<file path="config.mk">
export PLATFORM = sky130hd
export DESIGN_NAME = lim_inc
export DESIGN_NICKNAME = d
export VERILOG_FILES = /design/src/rtl/lim_inc_pkg.sv /design/src/rtl/lim_inc_core.sv /design/src/rtl/lim_inc.sv
export SDC_FILE = /design/constraint.sdc
export NUM_CORES = 1
export LEC_CHECK = 0
export CORE_AREA = 3 3 40 42
export CTS_CLUSTER_SIZE = 40
export DETAILED_ROUTE_END_ITERATION = 10
export DIE_AREA = 0 0 43 45
export HOLD_SLACK_MARGIN = 0.1
export PLACE_DENSITY = 0.56
export SYNTH_ARGS = -nofsm -noshare
export SYNTH_HDL_FRONTEND = slang
export SYNTH_SLANG_ARGS = --single-unit
</file>
<file path="constraint.sdc">
create_clock -name clk -period 1 [get_ports clk]
set_clock_uncertainty 0.15 [all_clocks]
set_input_delay 0.2 -clock clk [delete_from_list [all_inputs] [get_ports clk]]
set_output_delay 0.2 -clock clk [all_outputs]
set_load 0.02 [all_outputs]
</file>
<file path="src/rtl/lim_inc_pkg.sv">
// Shared constants and limited-sum helpers for the lim_inc digit incrementor.
// The helpers work on a 33-bit zero-extended sum so any WIDTH up to 32 fits.
package lim_inc_pkg;

    localparam int unsigned DEFAULT_WIDTH = 32'd4;
    localparam int unsigned DEFAULT_LIMIT = 32'd7;

    // Carry-out: the full sum has gone past the inclusive limit.
    function automatic logic lim_co(input logic [32:0] s, input logic [31:0] lim);
        return (s > {1'b0, lim});
    endfunction

    // Limited sum: wraps to zero once the limit is exceeded.
    function automatic logic [32:0] lim_sum(input logic [32:0] s, input logic [31:0] lim);
        logic [32:0] r;
        if (s > {1'b0, lim}) begin
            r = 33'd0;
        end else begin
            r = s;
        end
        return r;
    endfunction

endpackage

</file>
<file path="src/rtl/lim_inc_core.sv">
// Combinational limited incrementor: sum_c = (a + ci > L) ? 0 : a + ci, co_c flags the wrap.
// Chaining co_c into the next core's ci builds multi-digit counters with no added latency.
module lim_inc_core
    import lim_inc_pkg::*;
#(
    parameter int unsigned L     = DEFAULT_LIMIT,
    parameter int unsigned WIDTH = DEFAULT_WIDTH
) (
    input  logic [WIDTH-1:0] a,
    input  logic             ci,
    output logic [WIDTH-1:0] sum_c,
    output logic             co_c
);

    logic [WIDTH:0] s_s;

    // One extra bit keeps a = max with ci = 1 from wrapping silently.
    always_comb begin
        s_s   = {1'b0, a} + {{WIDTH{1'b0}}, ci};
        co_c  = lim_co(33'(s_s), 32'(L));
        sum_c = WIDTH'(lim_sum(33'(s_s), 32'(L)));
    end

endmodule

</file>
<file path="src/rtl/lim_inc.sv">
// Registered limited incrementor: one clock of latency with a valid flag.
// Results hold while in_valid is low; out_valid follows in_valid by one edge.
module lim_inc
    import lim_inc_pkg::*;
#(
    parameter int unsigned L     = DEFAULT_LIMIT,
    parameter int unsigned WIDTH = DEFAULT_WIDTH
) (
    input  logic             clk,
    input  logic             rst_n,
    input  logic             in_valid,
    input  logic [WIDTH-1:0] a,
    input  logic             ci,
    output logic [WIDTH-1:0] sum,
    output logic             co,
    output logic             out_valid
);

    logic [WIDTH-1:0] sum_c_s;
    logic             co_c_s;
    logic [WIDTH-1:0] sum_d, sum_q;
    logic             co_d, co_q;
    logic             valid_d, valid_q;

    lim_inc_core #(
        .L     (L),
        .WIDTH (WIDTH)
    ) u_core (
        .a     (a),
        .ci    (ci),
        .sum_c (sum_c_s),
        .co_c  (co_c_s)
    );

    // Next-state: capture the core result only on a valid sample.
    always_comb begin
        sum_d   = sum_q;
        co_d    = co_q;
        valid_d = in_valid;
        if (in_valid) begin
            sum_d = sum_c_s;
            co_d  = co_c_s;
        end else begin
            sum_d = sum_q;
            co_d  = co_q;
        end
    end

    // Output register stage with asynchronous clear.
    always_ff @(posedge clk or negedge rst_n) begin
        if (!rst_n) begin
            sum_q   <= {WIDTH{1'b0}};
            co_q    <= 1'b0;
            valid_q <= 1'b0;
        end else begin
            sum_q   <= sum_d;
            co_q    <= co_d;
            valid_q <= valid_d;
        end
    end

    assign sum       = sum_q;
    assign co        = co_q;
    assign out_valid = valid_q;

endmodule

</file>
==> summary.md <==
| Metric | Value |
|---|---|
| Synth Instances | 24 |
| Tcrit/Tclk final | 122% |
| Sum of negative setup slack | -1360 ps |
| Total Routing Usage GR | 9.95% |
| WL per Instance | between 10 and 15 µm |
| Share of the yosys chip area belonging to registers | 50.8% |
| CTS H-tree depth | 1 |
| CTS tree | yes |
| Endpoint class of the critical path | register |
| Fin. Hold Viols | 0 |
| Startpoint types | primary input |
| Global-route wire length before repair | approximately 1400 µm |
| Top routing layer in use | met4 |
| Largest net degree at the start of global routing | 7 |
| Finished Cell Area | between 500 and 600 µm² |
| Initial Util | 23.0% |
| Root Driver | clkbuf_4 |
| Post-Syn Area | approximately 300 µm² |
| Share of cells above drive strength 1 | around 61% |
| Post-detail-place hpwl | 587 µm |
| Peak supply drop | 540 µV |
| Clk sinks | 6 |
| Cell breakdown of the critical path | buf_6 -> ha_4 -> ha_4 -> and2b_2 -> a41oi_2 -> mux2_4 |
| Pre-Repair DR Iteration Count | 2 |
| Total number of vias | 285 |
| Initial drt markers | 1 |
| PD cells | ~1200 mW/mm² |
| Maxcap violations | 0 |
| DRC viols | 0 |
| Final #Nets | ~60 |
| Final setup violation count | 10 |
| Vias per cell | approximately 4.5 |
| Worst Hold Slack | slightly below 50 ps |
| Vias in the first global route | approximately 310 |
| Most common cell on crit path | ha_4 |
| Io pins | 14 |
| Leak | between 0.2 and 0.3 nW |
| Die height | ~45 µm |
| Area delta synth->final | 102% |
| Core Util, Final | a little under half |
| Worst r2r src | co |
| RePlAce Congestion | around 0.72 |
| Row cnt | 13 |
| Die X | about 43 µm |
| Setup crit start | a[0] |
| Avg Inst Size Synth | ~12 µm² |
| Critical Path AT | 1190 ps |
| Fmax | ~0.82 GHz |
| Die Area | 0.00194 mm² |
| Synth cell types | 15 |
| RSZ-0062 raised after global routing | yes |
| Wire length on met2 | 420 µm |
| DP Area | a little over 500 µm² |
| Slew HR | between 80 and 90% |
| Syn nets | 34 |
| Final ANT Viol Nets | 0 |
| Seq cells post-synth | 6 |
| Crit path kind | in -> reg |
| Buffers on Ports | 13 |
| Crit Path Max Fanout | 2 |
| Initial antenna violation count | 0 |
| Antenna cells | 0 |
| Slew @ Worst Pin | ~280 ps |
| Syn. warnings | 0 |
| Fin. max-slew vios | 0 |
| Final setup margin | -216 ps |
| Worst-path clk slew | around 40 ps |
| Period minus WS final | 1220 ps |
| Total detailed-routing wirelength | between 800 and 900 µm |
| Outcome | finished with violations |
| TritonCTS Buffers | 3 |
| Min-delay worst type | in -> async |
| Grt total ovfl | 0 |
| Pre-CTS setup slack | -883 ps |
| Worst EP required | 980 ps |
| CP max stage delay | 280 ps |
| Clock Tree Buf Depth | 2 |
| Clk_lat worst skew | ~240 ps |
| Failing checks | setup timing |
| Core area | about 0.0013 mm² |
| Met3 WL | roughly 57 µm |
| CP max-delay cell | mux2_4 |
| Post-route met1 wirelength | between 300 and 400 µm |
## synthesized netlist by cell type
cell,count,area share [%]
and4bb_2,1,4.2
a31oi_1,1,2.1
dfrtp_1,6,51
ha_1,2,8.5
a21oi_1,1,1.7
nand3b_1,1,2.5
o21ai_0,1,1.7
a41oi_2,1,5.5
xnor2_1,1,3.0
inv_1,1,1.3
mux2_2,1,3.8
o2bb2ai_1,2,5.9
nor2b_1,1,2.1
nand2_1,3,3.8
and2b_2,1,3.0
## registers in the layout, indices dropped and copies added (netlist names)
register   count
sum            4
co             1
out_valid      1
## metal layers
metal | up-vias | GRT usage (%)
li1 | 140 | -
met1 | 133 | 10.5
met2 | 10 | 16.8
met3 | 2 | 1.99
met4 | 0 | 9.04
met5 | - | 0
## kinds of logic after synthesis
logic type,synth area share [%]
xor+xnor,2.97
simple gates,15.7
buf+inv,1.27
fa+ha+maj,8.47
mux,3.81
compound gates,16.9
flops,50.8
## repair_timing
item,CTS,global route
gates cloned,0,0
hold endpoints to repair,6,6
pin swaps,5,3
resized for setup,53,4
setup buffers,1,2
setup endpoints to repair,10,11
## final timing paths
kind	depth (start not counted)	slack, ps	to
setup / recovery	6	-220	co
hold / removal	1	50	sum[2]
setup reg to reg	1	80	co
hold reg to reg	1	380	sum[3]
max in group asynchronous	1	440	sum[1]
min in group clk	2	170	out_valid
## worst max-delay path, delay by kind of cell
family                   cells  cell delay, ps
adder cells (fa/ha/maj)      2             300
multiplexers                 1             280
AND/OR/NAND/NOR              1             210
AO/OA/AOI/OAI                1             110
buffers and inverters        1             100
## placed cells by master (no fill, tap or decap), types with 2 or more instances in the layout
master,netlist,routed
clkbuf_4,0,3
dfrtp_1,6,6
dlygate4sd2_1,0,2
buf_6,0,8
ha_4,0,2
buf_4,0,9
nand2_1,3,3
## where the power goes
part | internal, mW | switching [mW]
clock network | 0.136 | 0.0851
logic | 0.123 | 0.0916
registers | 0.263 | 0.0148
## metrics by stage
stage,power [mW],cells
after floorplan,0.349,24
after global placement,0.455,58
after detailed placement,0.457,58
after CTS,0.702,62
after global routing,0.762,64
final,0.713,64
## layout make-up
type                            instances  area, µm²
Multi-Input combinational cell         17        199
Sequential cell                         6        150
Inverter                                1       3.75
Timing Repair Buffer                   22        203
Clock buffer                            3       22.5
Fill cell                             121        688
Tap cell                               15       18.8
(Power assumes the default switching activity.)
